## src/rtl/frame_stack.sv

```systemverilog
// LIFO of call frames for the recursive Fibonacci datapath.
// Top of stack is combinational on dout so pop and register load share a cycle.
module frame_stack #(
  parameter int WIDTH = 8,
  parameter int DEPTH = 16,
  parameter int CW    = $clog2(DEPTH) + 1
) (
  input  logic             clk,
  input  logic             rst,
  input  logic [WIDTH-1:0] din,
  input  logic             push,
  input  logic             pop,
  output logic [WIDTH-1:0] dout,
  output logic             empty,
  output logic             full,
  output logic [CW-1:0]    count,
  output logic             ovf,
  output logic             udf
);
  localparam int AW = $clog2(DEPTH);

  logic [WIDTH-1:0] mem_q [DEPTH];
  logic [CW-1:0]    sp_q, sp_d;
  logic             ovf_q, ovf_d;
  logic             udf_q, udf_d;
  logic             wr_en;
  logic [AW-1:0]    wr_addr;
  logic [AW-1:0]    top_idx;

  // Wraps to DEPTH-1 when sp == DEPTH, which is exactly the top slot when full.
  assign top_idx = sp_q[AW-1:0] - AW'(1);
  assign empty   = (sp_q == '0);
  assign full    = (sp_q == CW'(DEPTH));
  assign count   = sp_q;
  assign ovf     = ovf_q;
  assign udf     = udf_q;
  assign dout    = empty ? '0 : mem_q[top_idx];

  always_comb begin
    sp_d    = sp_q;
    ovf_d   = ovf_q;
    udf_d   = udf_q;
    wr_en   = 1'b0;
    wr_addr = sp_q[AW-1:0];
    case ({push, pop})
      2'b10: begin
        if (full) ovf_d = 1'b1;
        else begin
          wr_en = 1'b1;
          sp_d  = sp_q + 1'b1;
        end
      end
      2'b01: begin
        if (empty) udf_d = 1'b1;
        else       sp_d  = sp_q - 1'b1;
      end
      2'b11: begin
        // Empty push+pop degrades to a plain push but still records the bad pop.
        wr_en = 1'b1;
        if (empty) begin
          wr_addr = '0;
          sp_d    = CW'(1);
          udf_d   = 1'b1;
        end else begin
          wr_addr = top_idx;
        end
      end
      default: ;
    endcase
  end

  always_ff @(posedge clk or posedge rst) begin
    if (rst) begin
      sp_q  <= '0;
      ovf_q <= 1'b0;
      udf_q <= 1'b0;
    end else begin
      sp_q  <= sp_d;
      ovf_q <= ovf_d;
      udf_q <= udf_d;
    end
  end

  // Storage is not reset; dout masks it while empty.
  always_ff @(posedge clk) begin
    if (wr_en && !rst) mem_q[wr_addr] <= din;
  end
endmodule

```

## config.mk

```make
export PLATFORM = sky130hd
export DESIGN_NAME = frame_stack
export DESIGN_NICKNAME = d
export VERILOG_FILES = /design/src/rtl/frame_stack.sv
export SDC_FILE = /design/constraint.sdc
export NUM_CORES = 1
export LEC_CHECK = 0
export ABC_CLOCK_PERIOD_IN_PS = 6500
export CAP_MARGIN = 20
export CORE_ASPECT_RATIO = 0.5
export CORE_MARGIN = 1.5
export CORE_UTILIZATION = 35
export CTS_CLUSTER_SIZE = 20
export DETAILED_ROUTE_END_ITERATION = 16
export HOLD_SLACK_MARGIN = 0.06
export PLACE_DENSITY = 0.5
export SETUP_SLACK_MARGIN = 0.02
export SLEW_MARGIN = 20
export SYNTH_ARGS = -nofsm -noshare
export SYNTH_HDL_FRONTEND = slang
export SYNTH_SLANG_ARGS = --single-unit
export TNS_END_PERCENT = 30
```

## constraint.sdc

```tcl
create_clock -name clk -period 6.5 [get_ports clk]
set_input_delay 1.3 -clock clk [delete_from_list [all_inputs] [get_ports clk]]
set_output_delay 1.3 -clock clk [all_outputs]
set_load 0.01 [all_outputs]
```

==> results.toml, run 1 <==
[routing]
dr.pass1.iters = 5
wire_per_inst_um = 21.7
drt_iter0_markers = 225
vias = 3073
finalWirelength_um = 12800
drt-vias-per-instance = 5.22
ant_nets = 0
drc = 0

[synthesis]
yosys-top-cells-count = "edfxtp_1 (128), mux4_2 (33), nor2_1 (22)"
netlist_area_um2 = 5790
synthCells = 322
synth_nets = 340
synthArstFlopShare = 0.0519
yosysWarnings = 0
synth.top_cell.area_share = 0.664
synth-seq-cells = 135
syn_area_per_cell_um2 = 18.0
ys_types = 46
synth-edff-count = 128
synthFlopType = "edfxtp_1"
yosysMostFrequentCell = "edfxtp_1"
yosysSeqAreaShare = 0.694
synth_largest_area_cell = "edfxtp_1"
synth_area_leaders = "edfxtp_1 (66%), mux4_2 (13%), mux2i_1 (3.1%)"

[place]
postPlaceCellArea_um2 = 6270
dp.cells = 557
port_buffers = 28
place_congestion = 0.873
dpl.hpwl_um = 8130

[clock_network]
clk_latency_ns = 0.42
cts_tree = "built"
postCtsSetupBuffers = 0
cts_buffers = 17
cts_num_sinks = 135
ctsResizeCount = 0
clkTransAtPathRegs_ns = 0.07
h-tree-depth = 4
clockBufferDepth = 2
root_buffer = "clkbuf_16"
hold_buffers = 0

[die]
die_w_um = 185
num_rows = 32
core-area_um2 = 15800
initial_core_util = 0.367
ioPinCount = 29
die_h_um = 94.0
die_area_um2 = 17400

[finish]
multiInputGateArea_um2 = 1650
fillCellCount = 1371
drive_above_1_share = 0.220
postLayoutCellArea_um2 = 6870
final_cells = 589
seq_area_um2 = 4020
fin_nets = 373
synthToLayoutAreaGrowth_pct = 18.6
diodes = 0
final_core_util = 0.435

[sta]
fmax_mhz = 205
min_period_ns = 4.88
worst_pin_slew_ns = 1.12
fin_setup_tns_ns = 0
finalHoldViolCount = 0
fin_crit_sh = 0.751
max-slew-margin-rel = 0.251
finalSetupViolCount = 0
skew_ns = 0.00978
hold-worst-slack_ns = 0.457
drv_slew = 0
grt_setup_unrepaired = "no"

[setup_path]
start_kind = "flop"
cp_max_fo = 20
cp-end-kind = "output port"
arrival_ns = 3.58
critical_path_class = "reg -> out"
cp.required_ns = 5.20

[flow_run]
maxCapViolations = 0

[power_and_ir_drop]
p_leak_nw = 2.28
powerDensity_nw_per_um2 = 473
ir_drop_v = 0.000211

[run_status]
status = "finished clean"

[global_route]
grt_usage = 0.160
grt_pass1_vias = 3169
grt_remaining_overflow = 0
grt_pass1_wl_um = 19300
antenna_found_initial = 0
grt_max_degree = 42

[min_path]
min_path_type = "reg -> reg"
-- state kept, by name (all words and copies together), names as in the netlist --
signal / count
mem_q: 128
count: 5
udf: 1
ovf: 1
-- routing by layer --
layer	vias up	wire length, um	share of wire	track usage
li1	1368	-	-	-
met1	1601	5960	0.47	0.212
met2	86	6030	0.47	0.253
met3	18	612	0.048	0.0430
met4	0	193	0.015	0.0583
met5	-	0	0	0
-- logic make-up (layout without fill, tap and decap cells) --
kind of cell             Yosys count  count (layout)  synth area share
flip-flops                       135             135             0.694
AND/OR/NAND/NOR                   57              57            0.0477
multiplexers                      51              51             0.159
AO/OA/AOI/OAI                     42              42            0.0505
buffers and inverters             26              72            0.0233
adder cells (fa/ha/maj)            6               6            0.0143
XOR/XNOR                           5               5            0.0108
-- layout by cell type (no fill, tap or decap), types with 4 or more instances in the layout --
master           synthesis  routed
a21oi_1                  7       7
clkbuf_16                0      17
clkdlybuf4s50_1          0      28
dfrtp_1                  7       6
edfxtp_1               128     128
ha_1                     5       5
inv_1                    9       9
inv_6                    0       5
mux2i_1                 18      18
mux4_2                  33      33
nand2_1                 20      20
nor2_1                  22      19
o21ai_0                  5       5
o22ai_1                  9       9
xnor2_1                  4       4
-- path summary, 6_finish.rpt --
check	from	endpoint	slack, ns	cells past startpoint
min in group asynchronous	rst	count[4]$_DFFE_PP0P_	1.23	2
setup / recovery	count[1]$_DFFE_PP0P_	dout[4]	1.62	7
setup reg to reg	count[0]$_DFFE_PP0P_	mem_q[15][2]$_DFFE_PP_	2.99	5
max in group asynchronous	rst	count[0]$_DFFE_PP0P_	5.03	2
hold / removal	udf$_DFFE_PP0P_	udf$_DFFE_PP0P_	0.46	1
hold reg to reg	udf$_DFFE_PP0P_	udf$_DFFE_PP0P_	0.46	1
-- report_power, final --
group	switching, mW	internal [mW]
registers	0.0606	1.02
logic	0.643	0.588
clock network	0.399	0.544
-- stage by stage --
| step | total power [mW] | worst slack, ns |
|---|---|---|
| 3_3_place_gp | 2.32 | 2.10 |
| 3_5_place_dp | 2.34 | 2.00 |
| 2_1_floorplan | 1.90 | 2.83 |
| 5_1_grt | 3.40 | 1.41 |
| 6_report | 3.25 | 1.62 |
| 4_1_cts | 3.28 | 1.55 |
-- critical path, cell delays in order, from the launching register on --
cell,delay [ns]
dfrtp_1,0.50
inv_1,0.18
ha_1,0.77
buf_4,0.44
mux4_2,0.36
mux2i_1,0.26
o22ai_1,0.14
clkdlybuf4s50_1,0.50
-- area by class of cell --
| type | instances | share of cell area |
|---|---|---|
| repair buffers | 30 | 0.0430 |
| clock buffers | 17 | 0.0619 |
| inverters | 10 | 0.00619 |
| flip-flops and latches | 135 | 0.585 |
| multi-input cells | 161 | 0.240 |
| well taps | 221 | 0.0403 |
| clock inverters | 15 | 0.0239 |
Note: power is estimated with default switching activity, not from simulation.
==> run 2, diff against run 1 <==
--- a/config.mk
+++ b/config.mk
@@ -5,7 +5,7 @@
 export SDC_FILE = /design/constraint.sdc
 export NUM_CORES = 1
 export LEC_CHECK = 0
-export ABC_CLOCK_PERIOD_IN_PS = 6500
+export ABC_CLOCK_PERIOD_IN_PS = 4420
 export CAP_MARGIN = 20
 export CORE_ASPECT_RATIO = 0.5
 export CORE_MARGIN = 1.5
@@ -13,7 +13,7 @@
 export CTS_CLUSTER_SIZE = 20
 export DETAILED_ROUTE_END_ITERATION = 16
 export HOLD_SLACK_MARGIN = 0.06
-export PLACE_DENSITY = 0.5
+export PLACE_DENSITY = 0.52
 export SETUP_SLACK_MARGIN = 0.02
 export SLEW_MARGIN = 20
 export SYNTH_ARGS = -nofsm -noshare
==> constraint.sdc (replaced) <==
create_clock -name clk -period 4.42 [get_ports clk]
set_input_delay 0.884 -clock clk [delete_from_list [all_inputs] [get_ports clk]]
set_output_delay 0.884 -clock clk [all_outputs]
set_load 0.01 [all_outputs]
==> run 2 against run 1 <==
Net effect: setup slack worse by 1.2 ns; wire length fell by 6.4%; die area unchanged; sequential cell count is the same; critical path type unchanged.
==> results.toml, run 2 (synthesis gave the netlist of run 1 again) <==
[setup_path]
worstReg2RegStart = "count[0]$_DFFE_PP0P_"
critical_path_class = "reg -> out"
max_stage_delay_ns = 0.61
cp_max_fo = 12
path_cells = "inv_1, ha_1, nor3b_4, nand2_4, clkinv_4, or2_2, o22ai_1, clkdlybuf4s50_1"
cp-startpoint = "count[0]$_DFFE_PP0P_"
cp_slowest_cell = "clkdlybuf4s50_1"
cp.required_ns = 3.54
arrival_ns = 3.14
path_delay_family = "buffers and inverters"
cp-end-kind = "output port"
cp_num_buf_inv = 3
start_kind = "flop"

[global_route]
grt_usage = 0.151
grt_pass1_wl_um = 18700
grt.busiest_layer = "met2"
grt_util_met1 = 0.192
grtUsageMet3 = 0.0395
grt_pass1_vias = 3283
grt_max_degree = 32
met2_usage = 0.248
antenna_found_initial = 0
grt_remaining_overflow = 0

[power_and_ir_drop]
ir_drop_v = 0.000236
p_leak_nw = 2.33
p_total_mw = 4.72
powerDensity_nw_per_um2 = 682

[routing]
finalWirelength_um = 12000
drc = 0
ant_nets = 0
drt-vias-per-instance = 5.19
drt_iter0_markers = 191
dr.pass1.iters = 4
wire_per_inst_um = 19.9
vias = 3120

[place]
dpl.hpwl_um = 8060
place_congestion = 0.866
postPlaceCellArea_um2 = 6360
dp_slack_ns = 0.782
port_buffers = 28

[min_path]
min-delay-start = "udf$_DFFE_PP0P_"
min_path_type = "reg -> reg"

[finish]
drive_above_1_share = 0.234
largest_reg_flops = 128
final_core_util = 0.439
diodes = 0
synthToLayoutAreaGrowth_pct = 19.5
postLayoutCellArea_um2 = 6920
final_cell_mix = "edfxtp_1 (128), mux4_2 (33), clkdlybuf4s50_1 (28)"
regMostFlops = "mem_q"
final_common_cell = "edfxtp_1"
fin_nets = 385

[clock_network]
cts_buffers = 17
root_buffer = "clkbuf_16"
clkTransAtPathRegs_ns = 0.06
h-tree-depth = 4
cts_num_sinks = 135
ctsResizeCount = 0
clk_latency_ns = 0.41
cts_tree = "built"
postCtsSetupBuffers = 0
hold_buffers = 0
clockBufferDepth = 2

[die]
die_w_um = 185
die_h_um = 94.0
initial_core_util = 0.367
die_area_um2 = 17400
num_rows = 32
core-area_um2 = 15800
ioPinCount = 29

[sta]
finalHoldViolCount = 0
fmax_mhz = 248
fin_setup_tns_ns = 0
finalSetupViolCount = 0
worst_pin_slew_ns = 0.928
fin_crit_sh = 0.911
min_period_ns = 4.03
fin_ws_ns = 0.392
skew_ns = 0.00918
max-slew-margin-rel = 0.379
drv_slew = 0
grt_setup_unrepaired = "no"

[flow_run]
maxCapViolations = 0

[run_status]
status = "finished clean"
-- run 2: routing by layer --
layer / part of all wire / routed length [um] / up-vias
li1: - / - / 1397
met1: 0.45 / 5440 / 1613
met2: 0.48 / 5790 / 93
met3: 0.047 / 561 / 17
met4: 0.016 / 189 / 0
met5: 0 / 0 / -
-- run 2: final timing paths --
kind / slack, ns / cells after the start / end
setup reg to reg: 1.22 / 8 / mem_q[5][6]$_DFFE_PP_
setup / recovery: 0.39 / 8 / dout[1]
hold / removal: 0.46 / 1 / udf$_DFFE_PP0P_
min in group asynchronous: 0.81 / 2 / count[4]$_DFFE_PP0P_
max in group asynchronous: 3.36 / 2 / count[0]$_DFFE_PP0P_
hold reg to reg: 0.46 / 1 / udf$_DFFE_PP0P_
-- run 2: area by class of cell --
class | instances | area, um2
tap | 221 | 277
clock buffer | 18 | 429
sequential | 135 | 4020
clock inverter | 14 | 131
multi-input combinational | 161 | 1640
inverter | 10 | 42.5
timing repair buffer | 42 | 385
fill | 1386 | 8850
-- run 2: per-stage QoR --
stage / cells / hold WS (ns)
after floorplan: 322 / 0.493
after global placement: 569 / 0.459
after detailed placement: 569 / 0.451
after CTS: 601 / 0.465
after global routing: 601 / 0.491
final: 601 / 0.462
-- run 2: report_power, final --
group | internal (mW) | switching [mW]
Combinational | 0.883 | 0.937
Sequential | 1.50 | 0.0861
Clock | 0.741 | 0.579
Total | 3.12 | 1.60
